**src/rtl/io_bus_bridge.sv**
```systemverilog
// io_bus_bridge: registers one CPU IO task and runs one word-aligned bus cycle with byte lanes.
// Define IO_BRIDGE_TIMEOUT_EN to compile in the REQ-state watchdog (TIMEOUT_CYCLES).
module io_bus_bridge #(
  parameter int ADDR_W         = 32,
  parameter int TIMEOUT_CYCLES = 255
) (
  input  logic              clk,
  input  logic              rst,
  input  logic              taskValid,
  input  logic [ADDR_W-1:0] address,
  input  logic              rwCtrl,
  input  logic [1:0]        widthCtr,
  input  logic [31:0]       writeBus,
  output logic              taskReady,
  output logic              taskError,
  output logic [31:0]       readBus,
  output logic              bus_req,
  output logic              bus_we,
  output logic [ADDR_W-1:0] bus_addr,
  output logic [3:0]        bus_be,
  output logic [31:0]       bus_wdata,
  input  logic              bus_ack,
  input  logic              bus_err,
  input  logic [31:0]       bus_rdata
);

  typedef enum logic [1:0] {IDLE, REQ, DONE} state_t;

  state_t            state, state_next;
  logic [1:0]        offset, offset_next;
  logic [1:0]        width, width_next;
  logic              task_ready_next, task_error_next;
  logic [31:0]       read_bus_next;
  logic              bus_req_next, bus_we_next;
  logic [ADDR_W-1:0] bus_addr_next;
  logic [3:0]        bus_be_next;
  logic [31:0]       bus_wdata_next;
  logic              misaligned;
  logic [3:0]        be_calc;
  logic [31:0]       rdata_shift, rdata_aligned;

`ifdef IO_BRIDGE_TIMEOUT_EN
  localparam logic [15:0] TIMEOUT_LAST = 16'(TIMEOUT_CYCLES - 1);
  logic [15:0] wait_count, wait_count_next;
`endif

  // Lane decode of the incoming request; reserved width is always rejected.
  always_comb begin
    misaligned = 1'b0;
    be_calc    = 4'b1111;
    case (widthCtr)
      2'd0: be_calc = 4'b0001 << address[1:0];
      2'd1: begin
        be_calc    = 4'b0011 << address[1:0];
        misaligned = address[0];
      end
      2'd2: misaligned = (address[1:0] != 2'b00);
      default: begin
        be_calc    = 4'b0000;
        misaligned = 1'b1;
      end
    endcase
  end

  always_comb begin
    rdata_shift = bus_rdata >> {offset, 3'b000};
    case (width)
      2'd0:    rdata_aligned = {24'h0, rdata_shift[7:0]};
      2'd1:    rdata_aligned = {16'h0, rdata_shift[15:0]};
      default: rdata_aligned = rdata_shift;
    endcase
  end

  always_comb begin
    state_next      = state;
    offset_next     = offset;
    width_next      = width;
    task_ready_next = 1'b0;
    task_error_next = 1'b0;
    read_bus_next   = readBus;
    bus_req_next    = bus_req;
    bus_we_next     = bus_we;
    bus_addr_next   = bus_addr;
    bus_be_next     = bus_be;
    bus_wdata_next  = bus_wdata;
`ifdef IO_BRIDGE_TIMEOUT_EN
    wait_count_next = wait_count;
`endif
    case (state)
      IDLE: begin
        if (taskValid) begin
          offset_next    = address[1:0];
          width_next     = widthCtr;
          bus_we_next    = rwCtrl;
          bus_addr_next  = {address[ADDR_W-1:2], 2'b00};
          bus_be_next    = be_calc;
          bus_wdata_next = writeBus << {address[1:0], 3'b000};
          if (misaligned) begin
            state_next      = DONE;
            task_ready_next = 1'b1;
            task_error_next = 1'b1;
          end else begin
            state_next   = REQ;
            bus_req_next = 1'b1;
`ifdef IO_BRIDGE_TIMEOUT_EN
            wait_count_next = 16'd0;
`endif
          end
        end
      end
      REQ: begin
        // bus_err beats a simultaneous bus_ack and leaves readBus untouched.
        if (bus_err) begin
          state_next      = DONE;
          bus_req_next    = 1'b0;
          task_ready_next = 1'b1;
          task_error_next = 1'b1;
        end else if (bus_ack) begin
          state_next      = DONE;
          bus_req_next    = 1'b0;
          task_ready_next = 1'b1;
          if (!bus_we) read_bus_next = rdata_aligned;
        end else begin
`ifdef IO_BRIDGE_TIMEOUT_EN
          if (wait_count == TIMEOUT_LAST) begin
            state_next      = DONE;
            bus_req_next    = 1'b0;
            task_ready_next = 1'b1;
            task_error_next = 1'b1;
          end else begin
            wait_count_next = wait_count + 16'd1;
          end
`endif
        end
      end
      DONE: state_next = IDLE;
      default: state_next = IDLE;
    endcase
  end

  always_ff @(posedge clk) begin
    if (rst) begin
      state     <= IDLE;
      offset    <= 2'b00;
      width     <= 2'b00;
      taskReady <= 1'b0;
      taskError <= 1'b0;
      readBus   <= 32'h0;
      bus_req   <= 1'b0;
      bus_we    <= 1'b0;
      bus_addr  <= '0;
      bus_be    <= 4'b0000;
      bus_wdata <= 32'h0;
`ifdef IO_BRIDGE_TIMEOUT_EN
      wait_count <= 16'd0;
`endif
    end else begin
      state     <= state_next;
      offset    <= offset_next;
      width     <= width_next;
      taskReady <= task_ready_next;
      taskError <= task_error_next;
      readBus   <= read_bus_next;
      bus_req   <= bus_req_next;
      bus_we    <= bus_we_next;
      bus_addr  <= bus_addr_next;
      bus_be    <= bus_be_next;
      bus_wdata <= bus_wdata_next;
`ifdef IO_BRIDGE_TIMEOUT_EN
      wait_count <= wait_count_next;
`endif
    end
  end

endmodule

```
**config.mk**
```make
export PLATFORM = sky130hd
export DESIGN_NAME = io_bus_bridge
export DESIGN_NICKNAME = d
export VERILOG_FILES = /design/src/rtl/io_bus_bridge.sv
export SDC_FILE = /design/constraint.sdc
export NUM_CORES = 1
export LEC_CHECK = 0
export ABC_AREA = 1
export BUFFER_PORTS_ARGS = -buffer_cell sky130_fd_sc_hd__buf_2
export CORE_UTILIZATION = 48
export DETAILED_ROUTE_END_ITERATION = 8
export PLACE_DENSITY = 0.92
export RECOVER_POWER = 100
export SYNTH_ARGS = -nofsm -noshare
export SYNTH_HDL_FRONTEND = slang
export SYNTH_SLANG_ARGS = --single-unit
```
**constraint.sdc**
```tcl
create_clock -name clk -period 1.65 [get_ports clk]
set_clock_uncertainty 0.05 [all_clocks]
set_input_delay 0.165 -clock clk [delete_from_list [all_inputs] [get_ports clk]]
set_output_delay 0.165 -clock clk [all_outputs]
set_load 0.01 [all_outputs]
```
# == Word-level counts from Yosys, hierarchy flattened ==
# Index checks and enable logic that the tools add are counted.
# word_totals
regBits,108
word_cells,53
input_bits,104
output_inout_bits,104
# classes
bitwise_logic,2
shifts,4
mux,20
n_eq_ne,7
reduce_logical,9
# ops
op,n
32-bit case mux with 2 select lines,1
32-bit by 5-bit left shift with 32-bit output,1
32-bit by 5-bit >> shifter with 32-bit output,1
4-bit case mux with 3 select lines,1
1-bit 2-to-1 mux,9
2-bit 2-to-1 mux,4
4-bit AND reduction,2
"2-bit by 1-bit equality test with 1-bit output, second input constant",3
2-bit zero test,3
1-bit case mux with 2 select lines,3
"2-bit inequality test, second input constant",2
2-bit case mux with 2 select lines,1
2-bit AND reduction,2
2-bit nonzero test,2
"1-bit by 2-bit left shift with 4-bit output, first input constant",1
"2-bit by 2-bit left shift with 4-bit output, first input constant",1
"3-bit inequality test, second input constant",1
1-bit case mux with 3 select lines,1
"2-bit equality test, second input constant",1
1-bit inverter,2

# == Logic depth before layout (Yosys ltp) ==
# depth
depth_word,5
depth_mapped,8
mapped_depth_nobuf,8

# == Worst setup path after synthesis ==
# OpenSTA, ideal clock, no wires.
# synth_timing
kind,reg-to-reg
start,reg state[0]
end,reg readBus[10]
synth_period_minus_slack_ns,1.262
arrival_time_ns,1.079
required_ns,1.468
path_stages_with_launch,8
path_slack_ns,0.388
cell_sequence,dfxtp_1 -> inv_2 -> nor2_2 -> nand3_2 -> buf_4 -> buf_2 -> nand2_1 -> a21oi_1
# synth_via
elab_chain_cells,2
# synth_lines
element,line,text
start: declaration,29,"state_t state, state_next;"
start signal: assignment,158,state <= state_next;
2-bit by 1-bit equality test with 1-bit output,89,case (state)
4-bit AND reduction (no source line),n/a,
end signal: assignment,163,readBus <= read_bus_next;
end: declaration,16,"output logic [31:0] readBus,"
# Every way passes these cells.
# A chain may end at the register's enable or synchronous reset.

# == Worst setup path in the final report ==
# layout_timing
start,in address[0]
end,reg bus_wdata[19]
# layout_via
elab_chain_cells,1
# layout_lines
element,line,text
start: declaration,10,"input logic [ADDR_W-1:0] address,"
32-bit by 5-bit left shift with 32-bit output,97,"bus_wdata_next = writeBus << {address[1:0], 3'b000};"
end signal: assignment,168,bus_wdata <= bus_wdata_next;
end: declaration,21,"output logic [31:0] bus_wdata,"
# Every way passes these cells.

==> run metrics <==
Starting Density=49.6%; top cell family by delay on the critical path=buffers and inverters; routing usage on met2=a little over two fifths; minimum clock period=1.51 ns; critical path class=input pin to register; Num CTS Buffers=9; Die W=between 100 and 150 µm; post-synthesis sequential area ratio=44.6%; number of global-route vias before repair=~4500; via count=around 5200; GPL Wtd Cong=0.926; total core area=between 9000 and 10000 µm²; Synth Instances=695; Pwr Density=896 nW/µm²; total power=0.00540 W; synth top area cells=dfxtp_1 (45%), nand2_1 (12%), o21ai_0 (9.8%), nor2_1 (8.6%), a21oi_1 (7.4%); Worst Tran Pin Value=0.691 ns; most frequent cells in the layout=nand2_1 (153), nor2_1 (113), dfxtp_1 (108), clkbuf_1 (104), buf_2 (102); Synth cell types=30; Total Wirelength=~13 mm; Synth top area share=around 45%; reg2reg start=state[0]; Yosys warning count=0; CTS tree=yes; Static Leak=2.55 nW; Reg2Reg Depth=6; Max clock buf depth=2; Post-synth EDFFs=0; wire per inst=13.0 µm; Worst Path Buf+Inv=3; endpoints failing setup=0; Max-slew headroom=54.0%; top_reg_cell synth=dfxtp_1; Worst EP required=roughly 1.8 ns; row cnt=36; Max VDD drop=815 µV; Worst-Skew Late Latency=0.34 ns; Worst setup SP type=input pin; Worst-path clk slew=about 0.090 ns; Max Slew Vio Count=0; Root Driver=clkbuf_8; M3 GR Usage=under 10%; proportion of layout cells with a drive suffix above 1=16.6%; DIE AREA=10500 µm²; Synth Register Bits=108; number of DRC markers in iteration 0=176; peak-usage layer in the global routing report=met2; Max-Cap Viols=0; dpl hpwl=9.68 mm; largest net degree at the start of global routing=60; syn_area_per_cell=6.97 µm²; Pre-Repair DR Iteration Count=7; fin util=between 60 and 70%; Hold Crit Depth=3; worst-path fanout max=14; flop2flop setup slack=0.18 ns; post-route setup TNS=0 ns; asr flop ratio synth=0%; worst reg2reg endpoint=readBus[7]; Hold WC Path Type=input pin to register; Hold EP=bus_addr[29]; final-report hold violation count=0; min-delay src=address[29]; CP max stage cell=clkbuf_1; Arr. time, crit path=~1.7 ns; cts-stage hold buffer count=3; Post-CTS Setup Inserts=0; status=finished, final reports clean; DRC=0; Ports=208; chip height=102 µm; crit-path cells=clkbuf_1 > clkinv_1 > clkbuf_2 > nand3_1 > o21ai_0 > nand2_1 > a21oi_1; most common cell after layout, fill and taps aside=nand2_1; worst stage delay on the critical path=0.51 ns; I/O Buffers=205; dominant cell type by area after synthesis=dfxtp_1; diodes inserted=0; Total GRT Usage=24.6%; area grow syn2layout=24.4%; Post-CTS Resized=0; initial antenna violation count=0; crit share post-route=around nine tenths; unrepaired setup endpoints after global routing=false; Filler cells=967; GR Overflow Total=0; f_max=0.660 GHz; first-pass GRT wire length=~20 mm; Fin Hold WS=0.0279 ns; cell area after layout=6030 µm²; nets=987; Final ANT Viol Nets=0; Post-Syn Area=4840 µm²; Via density=roughly 5.0; Setup crit end kind=register; H-Tree Depth=3; Placed Area=5960 µm²; met1 Resource Use GR=28.9%; CTS sink cnt=108
-- cells by family after synthesis --
kind of cell / count (synthesis) / share of synthesized area [%]
buffers and inverters: 90 / 8.96
flip-flops: 108 / 44.6
AND/OR/NAND/NOR: 311 / 26.5
other: 1 / 0.0774
AO/OA/AOI/OAI: 185 / 19.8
-- sequential cells by signal (all words and copies together) (netlist names) --
| name | cells |
|---|---|
| taskError | 1 |
| bus_wdata | 32 |
| bus_addr | 30 |
| bus_we | 1 |
| readBus | 32 |
| width | 2 |
| bus_req | 1 |
| offset | 2 |
| bus_be | 4 |
| taskReady | 1 |
| state | 2 |
-- synth_stat cells (2+ instances only) --
master and n:
buf_2 18, clkbuf_1 17, nand3b_1 8, a22oi_1 7, buf_4 8, clkbuf_2 2, nand3_1 18, dfxtp_1 108
nor2_2 3, a31oi_1 8, nand2_1 153, inv_1 34, a21oi_1 72, or2_2 2, nor2_4 3, a211oi_1 3
inv_2 2, nor2_1 111, nor3_1 9, buf_6 5, o21ai_0 95
-- layer usage --
| layer | wire length, µm | vias up |
|---|---|---|
| li1 | - | 2627 |
| met1 | 5640 | 2312 |
| met2 | 6400 | 198 |
| met3 | 1020 | 19 |
| met4 | 189 | 0 |
| met5 | 0 | - |
-- worst reg2reg max path, delay by kind of cell, from the launching register on --
family / cells / cell delay, ns
buffers and inverters: 2 / 0.38
and+or+nand+nor: 4 / 0.54
DFF: 1 / 0.40
-- how the worst max path moves through the flow --
stage | end | slack (ns) | from | cells past startpoint
finish | bus_wdata[19] | 0.14 | address[0] | 7
global placement | readBus[5] | 0.25 | state[0] | 7
floorplan | readBus[10] | 0.39 | state[0] | 7
CTS | readBus[5] | 0.20 | state[0] | 7
global route | bus_wdata[23] | 0.05 | address[0] | 7
detailed placement | readBus[5] | 0.20 | state[0] | 7
-- power by group --
group	total, W	switching (W)	internal (W)	leakage [nW]
Sequential	0.00284	0.0000850	0.00276	0.884
Combinational	0.00105	0.000656	0.000397	1.58
Clock	0.00150	0.000857	0.000642	0.0892
Total	0.00540	0.00160	0.00380	2.55
-- cell type report --
class / count / area, µm² / area share (%)
multi-input cells: 498 / 2240 / 37.1
flip-flops and latches: 108 / 2160 / 35.9
repair buffers: 227 / 1120 / 18.6
well taps: 133 / 166 / 2.76
clock buffers: 12 / 155 / 2.57
inverters: 39 / 150 / 2.49
clock inverters: 4 / 32.5 / 0.540
-- per-stage QoR --
step	instances	setup WS [ns]
final	1021	0.135
after global routing	1021	0.0480
after CTS	1021	0.196
after detailed placement	1002	0.200
after global placement	1002	0.248
after floorplan	696	0.388
No activity file was read; power rests on OpenSTA's default activity.
